[src/rtl/vend_dispenser.sv]
`default_nettype none
// ============================================================================
// Module   : vend_dispenser
// Purpose  : Queues cola/change requests and drives the cola motor and the
//            coin-return solenoid with timed, handshaked pulses.
//            Optional macro VEND_COUNT_EN adds the po_vend_cnt output.
// Revision : 1.0 - initial release
// ============================================================================
module vend_dispenser #(
    parameter int SOL_CYC     = 4,
    parameter int GAP_CYC     = 2,
    parameter int TIMEOUT_CYC = 16,
    parameter int PEND_W      = 3
) (
    input  logic        clk,
    input  logic        rst_n,
    input  logic        pi_cola,
    input  logic        pi_money,
    input  logic        motor_done,
    output logic        po_motor_on,
    output logic        po_coin_sol,
    output logic        po_busy,
    output logic        po_fault,
    output logic        po_ovf
`ifdef VEND_COUNT_EN
    ,
    output logic [15:0] po_vend_cnt
`endif
);

    localparam int c_TMR_MAX = (TIMEOUT_CYC > SOL_CYC) ?
                               ((TIMEOUT_CYC > GAP_CYC) ? TIMEOUT_CYC : GAP_CYC) :
                               ((SOL_CYC > GAP_CYC) ? SOL_CYC : GAP_CYC);
    localparam int c_TMR_W   = $clog2(c_TMR_MAX + 1);

    localparam logic [c_TMR_W-1:0] c_TO_LAST  = c_TMR_W'(TIMEOUT_CYC - 1);
    localparam logic [c_TMR_W-1:0] c_SOL_LAST = c_TMR_W'(SOL_CYC - 1);
    localparam logic [c_TMR_W-1:0] c_GAP_LAST = c_TMR_W'(GAP_CYC - 1);
    localparam logic [c_TMR_W-1:0] c_TMR_ONE  = c_TMR_W'(1);
    localparam logic [PEND_W-1:0]  c_PEND_MAX = {PEND_W{1'b1}};
    localparam logic [PEND_W-1:0]  c_PEND_ONE = PEND_W'(1);

    localparam logic [5:0] c_IDLE       = 6'b000001;
    localparam logic [5:0] c_VEND       = 6'b000010;
    localparam logic [5:0] c_VEND_GAP   = 6'b000100;
    localparam logic [5:0] c_CHANGE     = 6'b001000;
    localparam logic [5:0] c_CHANGE_GAP = 6'b010000;
    localparam logic [5:0] c_FAULT      = 6'b100000;

    logic [5:0]         r_state;
    logic [5:0]         w_state_nxt;
    logic [5:0]         w_pick;
    logic [c_TMR_W-1:0] r_tmr;
    logic [c_TMR_W-1:0] w_tmr_nxt;
    logic [PEND_W-1:0]  r_cola_pend;
    logic [PEND_W-1:0]  r_coin_pend;
    logic               w_cola_dec;
    logic               w_coin_dec;
    logic               w_ovf_set;
    logic               w_motor_on;
    logic               w_coin_sol;
    logic               w_busy;
    logic               w_fault;
    logic               r_motor_on;
    logic               r_coin_sol;
    logic               r_busy;
    logic               r_fault;
    logic               r_ovf;

    // Cola always wins over change when both are owed.
    assign w_pick = (r_cola_pend != '0) ? c_VEND :
                    (r_coin_pend != '0) ? c_CHANGE : c_IDLE;

    always_ff @(posedge clk or negedge rst_n) begin
        if (!rst_n) begin
            r_state <= c_IDLE;
            r_tmr   <= '0;
        end else begin
            r_state <= w_state_nxt;
            r_tmr   <= w_tmr_nxt;
        end
    end

    always_comb begin
        w_state_nxt = r_state;
        w_tmr_nxt   = '0;
        w_cola_dec  = 1'b0;
        w_coin_dec  = 1'b0;
        case (r_state)
            c_IDLE: w_state_nxt = w_pick;
            c_VEND: begin
                if (motor_done) begin
                    w_state_nxt = c_VEND_GAP;
                    w_cola_dec  = 1'b1;
                end else if (r_tmr == c_TO_LAST) begin
                    w_state_nxt = c_FAULT;
                end else begin
                    w_tmr_nxt = r_tmr + c_TMR_ONE;
                end
            end
            c_CHANGE: begin
                if (r_tmr == c_SOL_LAST) begin
                    w_state_nxt = c_CHANGE_GAP;
                    w_coin_dec  = 1'b1;
                end else begin
                    w_tmr_nxt = r_tmr + c_TMR_ONE;
                end
            end
            c_VEND_GAP, c_CHANGE_GAP: begin
                if (r_tmr == c_GAP_LAST) begin
                    w_state_nxt = w_pick;
                end else begin
                    w_tmr_nxt = r_tmr + c_TMR_ONE;
                end
            end
            c_FAULT: w_state_nxt = c_FAULT;
            default: w_state_nxt = c_IDLE;
        endcase
    end

    // Drives are decoded from the next state so they switch with the state.
    always_comb begin
        w_motor_on = (w_state_nxt == c_VEND);
        w_coin_sol = (w_state_nxt == c_CHANGE);
        w_busy     = (w_state_nxt != c_IDLE);
        w_fault    = (w_state_nxt == c_FAULT);
    end

    always_ff @(posedge clk or negedge rst_n) begin
        if (!rst_n) begin
            r_motor_on <= 1'b0;
            r_coin_sol <= 1'b0;
            r_busy     <= 1'b0;
            r_fault    <= 1'b0;
        end else begin
            r_motor_on <= w_motor_on;
            r_coin_sol <= w_coin_sol;
            r_busy     <= w_busy;
            r_fault    <= w_fault;
        end
    end

    // An increment with a simultaneous decrement is a net no-op, never an overflow.
    assign w_ovf_set = (pi_cola  && !w_cola_dec && (r_cola_pend == c_PEND_MAX)) ||
                       (pi_money && !w_coin_dec && (r_coin_pend == c_PEND_MAX));

    always_ff @(posedge clk or negedge rst_n) begin
        if (!rst_n) begin
            r_cola_pend <= '0;
            r_coin_pend <= '0;
            r_ovf       <= 1'b0;
        end else begin
            if (pi_cola && !w_cola_dec && (r_cola_pend != c_PEND_MAX)) begin
                r_cola_pend <= r_cola_pend + c_PEND_ONE;
            end else if (!pi_cola && w_cola_dec) begin
                r_cola_pend <= r_cola_pend - c_PEND_ONE;
            end
            if (pi_money && !w_coin_dec && (r_coin_pend != c_PEND_MAX)) begin
                r_coin_pend <= r_coin_pend + c_PEND_ONE;
            end else if (!pi_money && w_coin_dec) begin
                r_coin_pend <= r_coin_pend - c_PEND_ONE;
            end
            r_ovf <= r_ovf | w_ovf_set;
        end
    end

    assign po_motor_on = r_motor_on;
    assign po_coin_sol = r_coin_sol;
    assign po_busy     = r_busy;
    assign po_fault    = r_fault;
    assign po_ovf      = r_ovf;

`ifdef VEND_COUNT_EN
    logic [15:0] r_vend_cnt;

    always_ff @(posedge clk or negedge rst_n) begin
        if (!rst_n) begin
            r_vend_cnt <= 16'd0;
        end else if (w_cola_dec) begin
            r_vend_cnt <= r_vend_cnt + 16'd1;
        end
    end

    assign po_vend_cnt = r_vend_cnt;
`endif

endmodule
`default_nettype wire

[config.mk]
export PLATFORM = sky130hd
export DESIGN_NAME = vend_dispenser
export DESIGN_NICKNAME = d
export VERILOG_FILES = /design/src/rtl/vend_dispenser.sv
export SDC_FILE = /design/constraint.sdc
export NUM_CORES = 1
export LEC_CHECK = 0
export CAP_MARGIN = 20
export CORE_ASPECT_RATIO = 1.5
export CORE_MARGIN = 2
export CORE_UTILIZATION = 54
export CTS_BUF_LIST = sky130_fd_sc_hd__clkbuf_4 sky130_fd_sc_hd__clkbuf_8
export DETAILED_ROUTE_END_ITERATION = 8
export GPL_ROUTABILITY_DRIVEN = 0
export HOLD_SLACK_MARGIN = 0.02
export PLACE_DENSITY = 0.77
export SYNTH_ARGS = -nofsm -noshare
export SYNTH_HDL_FRONTEND = slang
export SYNTH_SLANG_ARGS = --single-unit
[constraint.sdc]
create_clock -name clk -period 2.1 [get_ports clk]
set_input_delay 0.315 -clock clk [delete_from_list [all_inputs] [get_ports clk]]
set_output_delay 0.315 -clock clk [all_outputs]
set_load 0.005 [all_outputs]
## Word level (Yosys, flattened, before mapping)

Index checks and enable logic that the tools add are counted.

| operators by class | value |
|---|---|
| $add $sub $neg | 5 |
| eq/ne operators | 17 |
| mux-type cells | 20 |
| bitwise logic cells | 1 |
| reductions and logical operators | 18 |

Operator list:

| operator | number |
|---|---|
| $pmux 6 s5 | 1 |
| $mux 6 | 4 |
| $mux 5 | 4 |
| $pmux 5 s3 | 1 |
| $eq 6x2->1 const B | 2 |
| $eq 6x4->1 const B | 2 |
| $eq 6x6->1 const B | 2 |
| $mux 3 | 4 |
| $logic_and 1x1->1 | 8 |
| $mux 4 | 2 |
| $add 3x1->3 const B | 2 |
| $eq 3x3->1 const B | 2 |
| $eq 6x1->1 const B | 1 |
| $eq 6x3->1 const B | 1 |
| $eq 6x5->1 const B | 1 |
| $ne 3x3->1 const B | 2 |
| $ne 6x1->1 const B | 1 |
| $reduce_bool 3->1 | 2 |
| $sub 3x1->3 const B | 2 |
| $add 5x1->5 const B | 1 |
| $eq 5x1->1 const B | 1 |
| $eq 5x2->1 const B | 1 |
| $eq 5x4->1 const B | 1 |
| $logic_not 1->1 | 4 |
| 5 further kinds | 9 |

| word-level totals | value |
|---|---|
| flip-flop bits (word level) | 22 |
| input port bits | 5 |

## Logic depth before layout (Yosys ltp)

| depth | value |
|---|---|
| depth after elaboration | 8 |
| mapped depth | 9 |
| depth with buffers taken out | 9 |

## Worst setup path after synthesis

No wires, ideal clock.

| timing path | value |
|---|---|
| kind | register -> register |
| from | register r_state[4] |
| to | register r_cola_pend[1] |
| library setup time | 0.134 ns |
| data arrival time | 1.900 ns |
| required time | 1.966 ns |
| setup slack | 0.066 ns |
| cell stages (with the launch flop) | 6 |
| buffers on the path | 0 |
| cells stage by stage | dfrtp_1 > or4_4 > o211ai_4 > fa_1 > mux2i_1 > mux2i_1 |

| on the way | value |
|---|---|
| longest elaborated chain between the ends | 6 |
| elaborated cells on any way between the ends | 8 |
| those cells by class | eq/ne: 1; mux: 2; reduce/logical: 5 |

Ends and longest elaborated chain:

| what | line | RTL |
|---|---|---|
| start, declared | 50 | `logic [5:0] r_state;` |
| start signal, assigned | 76 | `r_state <= c_IDLE;` |
| start signal, assigned | 79 | `r_state <= w_state_nxt;` |
| $eq 6x2->1 * | 89 | `case (r_state)` |
| $mux 1 * | 89 |  |
| $logic_not 1->1 | 153 | `if (pi_cola && !w_cola_dec && (r_cola_pend != c_PEND_MAX)) begin` |
| $logic_and 1x1->1 (2 in series) | 153 |  |
| $mux 3 / $reduce_bool 2->1 (equally long branches) | n/a |  |
| end signal, assigned | 154 | `r_cola_pend <= r_cola_pend + c_PEND_ONE;` |
| end signal, assigned | 156 | `r_cola_pend <= r_cola_pend - c_PEND_ONE;` |
| end, declared | 55 | `logic [PEND_W-1:0] r_cola_pend;` |

Every way passes the cells marked *; elsewhere a longest branch is shown, timed or not.
A chain may end at the register's enable or synchronous reset.

## Worst setup path in the final report

| timing path | value |
|---|---|
| from | register r_state[3] |
| to | register r_cola_pend[1] |

Same word-level chain as after synthesis.

==> metrics.log <==
[metrics] ratio of routed vias to standard cells: 6.28
[metrics] register area share after synthesis: 41.7%
[metrics] total length of routed met2 wires: 1730 um
[metrics] final period utilization: 96.8%
[metrics] final setup violation count: 0
[metrics] Hold WC Path Type: input port to asynchronous set/reset pin
[metrics] hold buffer count at CTS: 0
[metrics] number of antenna repair diodes: 0
[metrics] Die H: 64.6 um
[metrics] full die area: 0.00287 mm2
[metrics] worst clock skew on the final layout: 0.00174 ns
[metrics] most common cell in the synthesized netlist: sky130_fd_sc_hd__dfrtp_1
[metrics] post-synthesis average cell area: 10.6 um2
[metrics] non-filler instance count after layout: 176
[metrics] RSZ-0062 raised after global routing: false
[metrics] first-pass GRT wire length: 5120 um
[metrics] Syn. warnings: 0
[metrics] cell area after technology mapping: 0.00132 mm2
[metrics] nets@finish: 164
[metrics] WP buf/inv: 0
[metrics] Layout Utilization: 68.0%
[metrics] Final Hold Violating Endpoints: 0
[metrics] endpoint arrival time on the critical path: 2.25 ns
[metrics] longest individual stage delay on the worst path: 0.57 ns
[metrics] Leak Pwr: 0.721 nW
[metrics] CTS tree: built
[metrics] effective utilization at floorplan: 55.3%
[metrics] met1 WL: 1150 um
[metrics] cell with the most instances on the worst path: sky130_fd_sc_hd__mux2i_1
[metrics] Placement Rows: 22
[metrics] library cell occupying the most area in the post-synthesis netlist: sky130_fd_sc_hd__dfrtp_1
[metrics] top layer reached by signal wires: met4
[metrics] H-tree levels: 1
[metrics] data required time at the worst endpoint: 2.32 ns
[metrics] ratio of cells with drive above 1 in the final layout: 25.0%
[metrics] cell-by-cell listing of the critical path: or4_4 -> o211ai_4 -> fa_1 -> mux2i_1 -> mux2i_1
[metrics] area growth from synthesis to layout: 23.0%
[metrics] Final min period: 2.03 ns
[metrics] worst setup path category: register to register
[metrics] remaining antenna violation count after routing: 0
[metrics] filler instances: 193
[metrics] Slowest-stage cell, CP: sky130_fd_sc_hd__or4_4
[metrics] maximum capacitance violations: 0
[metrics] aggregate negative setup slack: 0 ns
[metrics] cell class contributing the biggest share of worst-path delay: simple AND/OR/NAND/NOR gates
[metrics] cell count after synthesis: 125
[metrics] list of most frequent post-synthesis cells: sky130_fd_sc_hd__dfrtp_1, sky130_fd_sc_hd__nand2_1, sky130_fd_sc_hd__nor2_1
[metrics] detailed-placement wirelength estimate: 2190 um
[metrics] clock insertion delay at the later pin of the skew report: 0.32 ns
[metrics] overall via count from detail_route: 1106
[metrics] measured slew at the worst slew-check pin: 0.663 ns
[metrics] total power divided by cell area: 1190 mW/mm2
[metrics] Wirelength per Cell: 17.2 um
[metrics] residual DRC count: 0
[metrics] Inserted Clock Buffers: 3
[metrics] Root Buffer Master: sky130_fd_sc_hd__clkbuf_4
[metrics] number of violations reported at the end of detailed-routing iteration 0: 39
[metrics] number of buffer cells added on primary ports: 9
[metrics] # placed instances: 168
[metrics] ys async rst share: 100%
[metrics] number of clock sinks seen by CTS: 22
[metrics] First-pass DRT Iterations: 6
[metrics] number of antenna violations at the first check in global routing: 0
[metrics] nets in the synthesized netlist: 136
[metrics] number of placed I/O pins: 10
[metrics] via count of the first global-routing pass: 1139
[metrics] worst hold slack across all endpoints: 0.329 ns
[metrics] area inside the core boundary: 0.00239 mm2
[metrics] f_max: 492 MHz
[metrics] CP max FO: 5
[metrics] largest net degree at the start of global routing: 23
[metrics] overflow left after global routing: 0
[metrics] maximum root-to-sink buffer count: 2
[metrics] capturing element type of the critical path: register
[metrics] most used flip-flop cell after synthesis: sky130_fd_sc_hd__dfrtp_1
[metrics] EDFF count, synth: 0
[metrics] worst max-slew margin expressed relative to the limit: 55.4%
[metrics] worst supply voltage drop on vdd: 0.000683 V
[metrics] number of storage elements in the synthesis netlist: 22
[metrics] horizontal die dimension: 44.4 um
[metrics] type of element launching the critical path: register
[metrics] outcome: finished clean
[metrics] fraction of synthesized cell area taken by the top area cell type: 39.7%
[metrics] final slew viol count: 0
[metrics] routed wire length: 3020 um
[metrics] Synth cell types: 44
[metrics] clock slew at reported path FFs: 0.13 ns
[metrics] total global routing track utilization: 24.2%
[metrics] top area cells in the synthesized netlist: sky130_fd_sc_hd__dfrtp_1, sky130_fd_sc_hd__ha_1, sky130_fd_sc_hd__mux2i_1
[metrics] length of routed met3 wiring: 101 um
[metrics by stage]
stage                     total power, mW  cell area [um2]  setup WS [ns]
after global routing                 2.08             1630        0.00426
final                                1.94             1630         0.0678
after global placement               1.48             1530         0.0928
after detailed placement             1.53             1530         0.0461
after CTS                            1.87             1580        0.00990
after floorplan                      1.27             1320         0.0658
[what timing repair did]
| item | 4_1_cts | 5_1_grt |
|---|---|---|
| setup endpoints to repair | 0 | 2 |
| gates resized for setup | 0 | 6 |
| buffers inserted | 0 | 4 |
[metal layers]
metal / global-route usage [%] / vias up
li1: - / 513
met2: 45.2 / 35
met5: 0 / -
met3: 2.51 / 6
met4: 8.33 / 0
met1: 27.2 / 552
[cell usage in the layout (no fill, tap or decap), types with 3 or more instances in the layout]
master                            instances
sky130_fd_sc_hd__o21ai_1                  3
sky130_fd_sc_hd__nand3_1                  6
sky130_fd_sc_hd__xnor2_1                  4
sky130_fd_sc_hd__nor2_1                   8
sky130_fd_sc_hd__nand2_1                  9
sky130_fd_sc_hd__clkdlybuf4s50_1          9
sky130_fd_sc_hd__inv_1                    8
sky130_fd_sc_hd__mux2i_1                  5
sky130_fd_sc_hd__buf_4                   16
sky130_fd_sc_hd__clkbuf_4                 3
sky130_fd_sc_hd__ha_1                     3
sky130_fd_sc_hd__dfrtp_1                 20
sky130_fd_sc_hd__nor3_1                   4
sky130_fd_sc_hd__nand3b_1                 3
[worst register-to-register path, stage by stage (launching register included)]
cell                       delay [ns]
sky130_fd_sc_hd__dfrtp_2         0.46
sky130_fd_sc_hd__or4_4           0.57
sky130_fd_sc_hd__o211ai_4        0.21
sky130_fd_sc_hd__fa_1            0.45
sky130_fd_sc_hd__mux2i_1         0.16
sky130_fd_sc_hd__mux2i_1         0.09
[area by class of cell]
class	count	area [um2]	share of cell area, %
Clock buffer	3	22.5	1.38
Sequential cell	22	553	34.0
Multi-Input combinational cell	93	752	46.2
Tap cell	24	30.0	1.84
Clock inverter	1	30.0	1.84
Inverter	8	30.0	1.84
Timing Repair Buffer	25	210	12.9
[final timing paths]
path                            start        endpoint  slack, ns  depth (start not counted)
max                        r_state[3]  r_cola_pend[1]       0.07                          5
min                             rst_n  r_cola_pend[2]       0.33                          2
max reg2reg                r_state[3]  r_cola_pend[1]       0.07                          5
min reg2reg                    po_ovf          po_ovf       0.50                          2
max in group asynchronous       rst_n      r_state[0]       1.49                          2
min in group clk               po_ovf          po_ovf       0.50                          2
[state kept, by name, summed over array words and instances (netlist names)]
signal	cells
po_fault	1
po_ovf	1
r_tmr	5
po_busy	1
po_motor_on	1
r_coin_pend	3
r_state	6
po_coin_sol	1
r_cola_pend	3
[power breakdown]
part	internal [mW]	switching, mW
clock	0.193	0.139
combinational	0.459	0.445
sequential	0.558	0.146
[kinds of logic after synthesis]
kind of cell	count (synthesis)	synth area share (%)
adders and majority gates	6	6.81
AOI/OAI and AO/OA	26	16.3
and+or+nand+nor	50	24.6
DFF	22	41.7
buffers and inverters	10	2.93
muxes	5	3.78
xor gates and xnor gates	6	3.97
No activity file was read; power rests on OpenSTA's default activity.
